### src/rtl/spi_regif_pkg.sv
// Shared types and frame layout for the SPI slave register interface.
// Frame = R/W bit, then address, then data, all MSB first.
package spi_regif_pkg;

    localparam int unsigned DWIDTH_DEF = 16;
    localparam int unsigned ALINES_DEF = 7;
    localparam int unsigned CMDW       = 1 + ALINES_DEF;
    localparam int unsigned FRAME_LEN  = CMDW + DWIDTH_DEF;

    typedef enum logic [2:0] {
        StIdle,
        StCmd,
        StWdata,
        StRdata,
        StDrain
    } regif_state_e;

    function automatic int unsigned cmd_width(input int unsigned alines);
        return 1 + alines;
    endfunction

    // Wide enough to count every bit of the longer frame phase.
    function automatic int unsigned cnt_width(input int unsigned alines,
                                              input int unsigned dwidth);
        int unsigned longest;
        longest = (1 + alines > dwidth) ? 1 + alines : dwidth;
        return $clog2(longest + 1);
    endfunction

endpackage

### src/rtl/spi_sync_edge.sv
// Two-flop synchronizer for one asynchronous SPI line, with edge detection
// taken against a third delayed flop.
module spi_sync_edge #(
    parameter logic RstVal = 1'b0
) (
    input  logic clk,
    input  logic rst_n,
    input  logic sig,
    output logic level,
    output logic rise,
    output logic fall
);

    logic [2:0] sync_q;

    always_ff @(posedge clk or negedge rst_n) begin
        if (!rst_n) begin
            sync_q <= {3{RstVal}};
        end else begin
            sync_q <= {sync_q[1:0], sig};
        end
    end

    assign level = sync_q[1];
    assign rise  = sync_q[1] & ~sync_q[2];
    assign fall  = ~sync_q[1] & sync_q[2];

endmodule

### src/rtl/spi_slave_regif.sv
// SPI mode-0 slave that turns R/W + address + data frames into single-cycle
// cs/wr strobes for a register bank, with read data shifted back on MISO.
module spi_slave_regif
    import spi_regif_pkg::*;
#(
    parameter int unsigned DWIDTH = DWIDTH_DEF,
    parameter int unsigned ALINES = ALINES_DEF
) (
    input  logic              clk,
    input  logic              rst_n,
    input  logic              spi_sclk,
    input  logic              spi_csn,
    input  logic              spi_mosi,
    output logic              spi_miso,
    output logic              spi_miso_oe,
    output logic              cs,
    output logic              wr,
    output logic [ALINES-1:0] addr,
    output logic [DWIDTH-1:0] din,
    input  logic [DWIDTH-1:0] dout,
    output logic              frame_err
);

    localparam int unsigned CmdW = cmd_width(ALINES);
    localparam int unsigned CntW = cnt_width(ALINES, DWIDTH);

    logic sclk_rise, sclk_fall, sclk_unused_level;
    logic csn_s, csn_rise, csn_fall;
    logic mosi_s, mosi_unused_rise, mosi_unused_fall;

    spi_sync_edge #(.RstVal(1'b0)) u_sync_sclk (
        .clk   (clk),
        .rst_n (rst_n),
        .sig   (spi_sclk),
        .level (sclk_unused_level),
        .rise  (sclk_rise),
        .fall  (sclk_fall)
    );

    spi_sync_edge #(.RstVal(1'b1)) u_sync_csn (
        .clk   (clk),
        .rst_n (rst_n),
        .sig   (spi_csn),
        .level (csn_s),
        .rise  (csn_rise),
        .fall  (csn_fall)
    );

    spi_sync_edge #(.RstVal(1'b0)) u_sync_mosi (
        .clk   (clk),
        .rst_n (rst_n),
        .sig   (spi_mosi),
        .level (mosi_s),
        .rise  (mosi_unused_rise),
        .fall  (mosi_unused_fall)
    );

    regif_state_e      state_q, state_d;
    logic [CntW-1:0]   cnt_q, cnt_d;
    logic [ALINES-1:0] cmd_q, cmd_d;
    logic [DWIDTH-1:0] data_q, data_d;
    logic              cs_q, cs_d, wr_q, wr_d, ferr_q, ferr_d;
    logic [ALINES-1:0] addr_q, addr_d;
    logic [DWIDTH-1:0] din_q, din_d;
    logic              armed_q, armed_d;
    logic [1:0]        flush_q, flush_d;

    logic [CmdW-1:0]   cmd_next;
    logic [DWIDTH-1:0] data_next;

    assign cmd_next  = {cmd_q, mosi_s};
    assign data_next = {data_q[DWIDTH-2:0], mosi_s};

    always_comb begin
        state_d = state_q;
        cnt_d   = cnt_q;
        cmd_d   = cmd_q;
        data_d  = data_q;
        cs_d    = 1'b0;
        wr_d    = 1'b0;
        addr_d  = addr_q;
        din_d   = din_q;
        ferr_d  = ferr_q;
        flush_d = (flush_q == 2'd3) ? flush_q : flush_q + 2'd1;
        // A csn edge seen before the synchronizers have flushed after reset
        // belongs to a frame already in progress; wait for csn to go high.
        armed_d = armed_q | ((flush_q == 2'd3) & csn_s);

        unique case (state_q)
            StIdle: begin
                if (csn_fall && armed_q) begin
                    state_d = StCmd;
                    cnt_d   = '0;
                    ferr_d  = 1'b0;
                end
            end
            StCmd: begin
                if (csn_rise) begin
                    state_d = StIdle;
                    ferr_d  = 1'b1;
                end else if (sclk_rise) begin
                    cmd_d = cmd_next[ALINES-1:0];
                    cnt_d = cnt_q + CntW'(1);
                    if (cnt_q == CntW'(CmdW - 1)) begin
                        cnt_d = '0;
                        if (cmd_next[CmdW-1]) begin
                            state_d = StWdata;
                        end else begin
                            state_d = StRdata;
                            cs_d    = 1'b1;
                            addr_d  = cmd_next[ALINES-1:0];
                        end
                    end
                end
            end
            StWdata: begin
                if (csn_rise) begin
                    state_d = StIdle;
                    ferr_d  = 1'b1;
                end else if (sclk_rise) begin
                    data_d = data_next;
                    cnt_d  = cnt_q + CntW'(1);
                    if (cnt_q == CntW'(DWIDTH - 1)) begin
                        state_d = StDrain;
                        cs_d    = 1'b1;
                        wr_d    = 1'b1;
                        addr_d  = cmd_q;
                        din_d   = data_next;
                    end
                end
            end
            StRdata: begin
                if (csn_rise) begin
                    state_d = StIdle;
                    ferr_d  = 1'b1;
                end else begin
                    if (cs_q) begin
                        data_d = dout;
                    end
                    // The fall trailing the last command bit must not shift:
                    // the MSB is still waiting for its first data rise.
                    if (sclk_fall && cnt_q != '0) begin
                        data_d = {data_q[DWIDTH-2:0], 1'b0};
                    end
                    if (sclk_rise) begin
                        cnt_d = cnt_q + CntW'(1);
                        if (cnt_q == CntW'(DWIDTH - 1)) begin
                            state_d = StDrain;
                        end
                    end
                end
            end
            StDrain: begin
                if (csn_rise) begin
                    state_d = StIdle;
                end
            end
            default: state_d = StIdle;
        endcase
    end

    always_ff @(posedge clk or negedge rst_n) begin
        if (!rst_n) begin
            state_q <= StIdle;
            cnt_q   <= '0;
            cmd_q   <= '0;
            data_q  <= '0;
            cs_q    <= 1'b0;
            wr_q    <= 1'b0;
            addr_q  <= '0;
            din_q   <= '0;
            ferr_q  <= 1'b0;
            armed_q <= 1'b0;
            flush_q <= '0;
        end else begin
            state_q <= state_d;
            cnt_q   <= cnt_d;
            cmd_q   <= cmd_d;
            data_q  <= data_d;
            cs_q    <= cs_d;
            wr_q    <= wr_d;
            addr_q  <= addr_d;
            din_q   <= din_d;
            ferr_q  <= ferr_d;
            armed_q <= armed_d;
            flush_q <= flush_d;
        end
    end

    assign cs          = cs_q;
    assign wr          = wr_q;
    assign addr        = addr_q;
    assign din         = din_q;
    assign frame_err   = ferr_q;
    assign spi_miso    = (state_q == StRdata && !cs_q) ? data_q[DWIDTH-1] : 1'b0;
    assign spi_miso_oe = ~csn_s;

endmodule

### config.mk
export PLATFORM = sky130hd
export DESIGN_NAME = spi_slave_regif
export DESIGN_NICKNAME = d
export VERILOG_FILES = /design/src/rtl/spi_regif_pkg.sv /design/src/rtl/spi_sync_edge.sv /design/src/rtl/spi_slave_regif.sv
export SDC_FILE = /design/constraint.sdc
export NUM_CORES = 1
export LEC_CHECK = 0
export ABC_AREA = 1
export BUFFER_PORTS_ARGS = -buffer_cell sky130_fd_sc_hd__buf_4
export CAP_MARGIN = 20
export CORE_MARGIN = 2
export CORE_UTILIZATION = 56
export DETAILED_ROUTE_END_ITERATION = 12
export GPL_TIMING_DRIVEN = 0
export PLACE_DENSITY = 0.83
export SYNTH_ARGS = -nofsm -noshare
export SYNTH_HDL_FRONTEND = slang
export SYNTH_SLANG_ARGS = --single-unit
### constraint.sdc
create_clock -name clk -period 2 [get_ports clk]
set_clock_uncertainty 0.15 [all_clocks]
set_input_delay 0.4 -clock clk [delete_from_list [all_inputs] [get_ports clk]]
set_output_delay 0.4 -clock clk [all_outputs]
set_load 0.05 [all_outputs]
==> results.yml <==
placed_design:
  dp_cells: 489
  port_buffers: 48
  hpwl_mm: 4.32
  place.gp.congestion: 0.835
clocking:
  cts_tree: "built"
  root_buffer: "clkbuf_8"
  clkLatencyLatePin_ns: 0.34
  clkTransAtPathRegs_ns: 0.08
  clockBufferDepth: 2
  cts_buffers: 9
  htree_levels: 3
  clock-sinks: 68
yosys:
  ys_warn_count: 0
  yosys.cell_types.count: 29
  syn_avg_cell_area_um2: 8.54
  yosysSeqAreaShare_pct: 54.1
  synth_nets: 394
  netlist_area_um2: 3150
  synth_cells: 369
  ys_ff_latch: 68
die:
  die_h_um: 79.0
  die-area_um2: 6250
  core-area_um2: 5470
  die_x_um: 79.0
  rows: 27
  start_util_pct: 57.6
  ioPinCount: 49
grt:
  grt-ovfl-total: 0
  antenna_found_initial: 0
  grt_pass1_vias: 2513
  grt_pass1_wl_mm: 11.1
  grt_max_degree: 69
  grtUsageTotal_pct: 22.8
power:
  power.density_nw_per_um2: 872
  max-vdd-ir-drop_uv: 671
  p_leak_nw: 2.01
final_layout:
  fin_util_pct: 71.1
  fin_nets: 458
  layout-drive-gt1-share_pct: 22.6
  area_growth_pct: 23.3
  fin_cells: 510
  antenna_cells: 0
  fillers: 445
drt:
  post-route-drc-count: 0
  ant_nets: 0
  dr_total_vias: 2608
  wl_mm: 6.55
  wl_per_cell_um: 12.8
  dr.pass1.iters: 4
  viasPerCell: 5.11
  drt_iter0_drc: 197
timing:
  slew-limit-headroom_pct: 45.0
  fin_crit_ns: 1.90
  maxSlewViolCount: 0
  max_freq_mhz: 526
  setup_violations: 0
  final_hold_viol_count: 0
  worst_pin_slew_ns: 0.825
  fin_crit_sh_pct: 95.0
critical_path:
  slowest_stage: "dfrtp_2"
  cp-end-kind: "output port"
  required_ns: 1.45
  critPathArrivalTime_ns: 1.35
  crit_chain: "nand2_4 > nor3_4 > and2_1 > buf_6"
  critPathTopFamily: "simple AND/OR/NAND/NOR gates"
  path_buf_inv: 1
  worst-setup-path-type: "flop to output port"
  slowest_delay_ns: 0.41
  cp-start-kind: "flop"
  critPathMaxFanout: 3
  reg2reg_slack_ns: 0.14
worst_hold_path:
  hp-class: "primary input to async pin"
status:
  status: "complete, no violations"
flow_run:
  maxCapViolations: 0
[flip-flops by register name (all words and copies together) (netlist names)]
| register | flops |
|---|---|
| addr | 7 |
| armed_q | 1 |
| cmd_q | 7 |
| cnt_q | 5 |
| cs | 1 |
| data_q | 16 |
| din | 16 |
| flush_q | 2 |
| frame_err | 1 |
| state_q | 3 |
| u_sync_csn.sync_q | 3 |
| u_sync_mosi.sync_q | 2 |
| u_sync_sclk.sync_q | 3 |
| wr | 1 |
[cells in the mapped netlist]
cell type  number  area [um2]
buf_6           2        22.5
o21ai_0        31         155
o22ai_1         2        12.5
buf_2           4        20.0
inv_2           1        3.75
nand2_1       122         458
nand3_2         3        30.0
a22o_1          1        8.76
clkbuf_1        5        18.8
nand3_1        31         155
nand2_2         5        31.3
a21oi_1         2        10.0
mux2_2          1        11.3
nand3b_1       15         113
ha_1            4        50.1
xor2_1          1        8.76
o21ai_1         2        10.0
buf_4           1        7.51
a22oi_1         1        7.51
xnor2_1         1        8.76
a21oi_4         1        16.3
nor2_1         17        63.8
dfstp_2         3        78.8
and2_1          1        6.26
inv_1          40         150
nor3_4          1        16.3
dfrtp_1        65        1630
nand4_1         3        18.8
nor2_4          3        33.8
[area by class of cell]
| cell class | instances | area, um2 | area share, % |
|---|---|---|---|
| inverters | 41 | 154 | 3.96 |
| flip-flops and latches | 68 | 1710 | 43.9 |
| clock inverters | 4 | 48.8 | 1.25 |
| repair buffers | 53 | 404 | 10.4 |
| well taps | 72 | 90.1 | 2.32 |
| plain buffers | 12 | 91.3 | 2.35 |
| multi-input cells | 248 | 1250 | 32.1 |
| clock buffers | 12 | 145 | 3.73 |
[cell usage in the layout, fill, tap and decap left out]
master           n
nand2_1        122
nand3_4          1
xor2_1           1
clkinv_2         2
bufinv_16        1
nor2_2           1
xnor2_1          1
o21ai_1          4
inv_2            1
nand2_2          4
dfstp_2          3
buf_6            5
and2_1           1
buf_4           54
nand4_1          3
clkinv_4         1
nand3_1         31
nor2_4           4
nor2_1          15
dfrtp_2          2
a21oi_4          1
ha_1             4
dlygate4sd3_1    1
a22oi_1          1
clkbuf_1         3
buf_2            4
o22ai_1          2
nand3b_1        15
o21ai_0         29
mux2_2           1
clkbuf_8        10
nand3_2          2
nand2_4          1
inv_1           40
a21oi_1          2
a22o_1           1
dfrtp_1         63
nor3_4           1
[report_power, final]
group / switching (mW) / total, mW / internal, mW / leakage (nW)
clock network: 0.505 / 1.11 / 0.609 / 0.100
registers: 0.107 / 1.62 / 1.51 / 0.816
logic: 0.412 / 0.654 / 0.242 / 1.09
total: 1.02 / 3.39 / 2.37 / 2.01
[path summary, 6_finish.rpt]
check	start	to	cells after the start
hold reg to reg	u_sync_mosi.sync_q[0]	u_sync_mosi.sync_q[1]	0
hold / removal	rst_n	din[4]	1
min in group clk	spi_mosi	u_sync_mosi.sync_q[0]	1
setup / recovery	state_q[0]	spi_miso	4
max in group asynchronous	rst_n	state_q[1]	1
setup reg to reg	cnt_q[0]	addr[0]	10
[cells by family after synthesis]
kind of cell    share of synthesized area, %
xor+xnor                               0.556
buf+inv                                 7.06
compound gates                          6.98
flops                                   54.1
simple gates                            29.4
mux                                    0.357
fa+ha+maj                               1.59
[per-layer routing]
layer	wire [um]	GRT usage, %	vias to the layer above	part of all wire [%]
li1	-	-	1301	-
met1	3020	30.7	1235	46
met2	3110	35.9	60	48
met3	277	4.43	12	4.2
met4	140	10.7	0	2.1
met5	0	0	-	0
[timing repair]
item,4_1_cts,5_1_grt
pin swaps,1,1
buffers inserted,1,3
hold buffers,0,1
gates resized for setup,8,19
endpoints found under the setup margin,22,29
endpoints found under the hold margin,0,1
[per-stage QoR]
stage                     total power, mW  cell area (um2)   TNS, ns  hold WS [ns]  setup WS, ns
after CTS                            3.38             3820         0       0.00290       0.00402
final                                3.39             3890         0       0.00162        0.0995
after floorplan                      2.07             3150         0       -0.0456         0.125
after global placement               2.23             3600    -0.424         0.184       -0.0533
after global routing                 3.59             3890  -0.00788       0.00617      -0.00788
after detailed placement             2.25             3600    -0.876         0.186       -0.0833
[worst register-to-register path, delay by kind of cell (launching register included)]
| kind | cells | cell delay (ns) |
|---|---|---|
| flops | 1 | 0.37 |
| simple gates | 6 | 0.63 |
| fa+ha+maj | 2 | 0.34 |
| buf+inv | 2 | 0.27 |
Power figures use the tool's default switching activity.
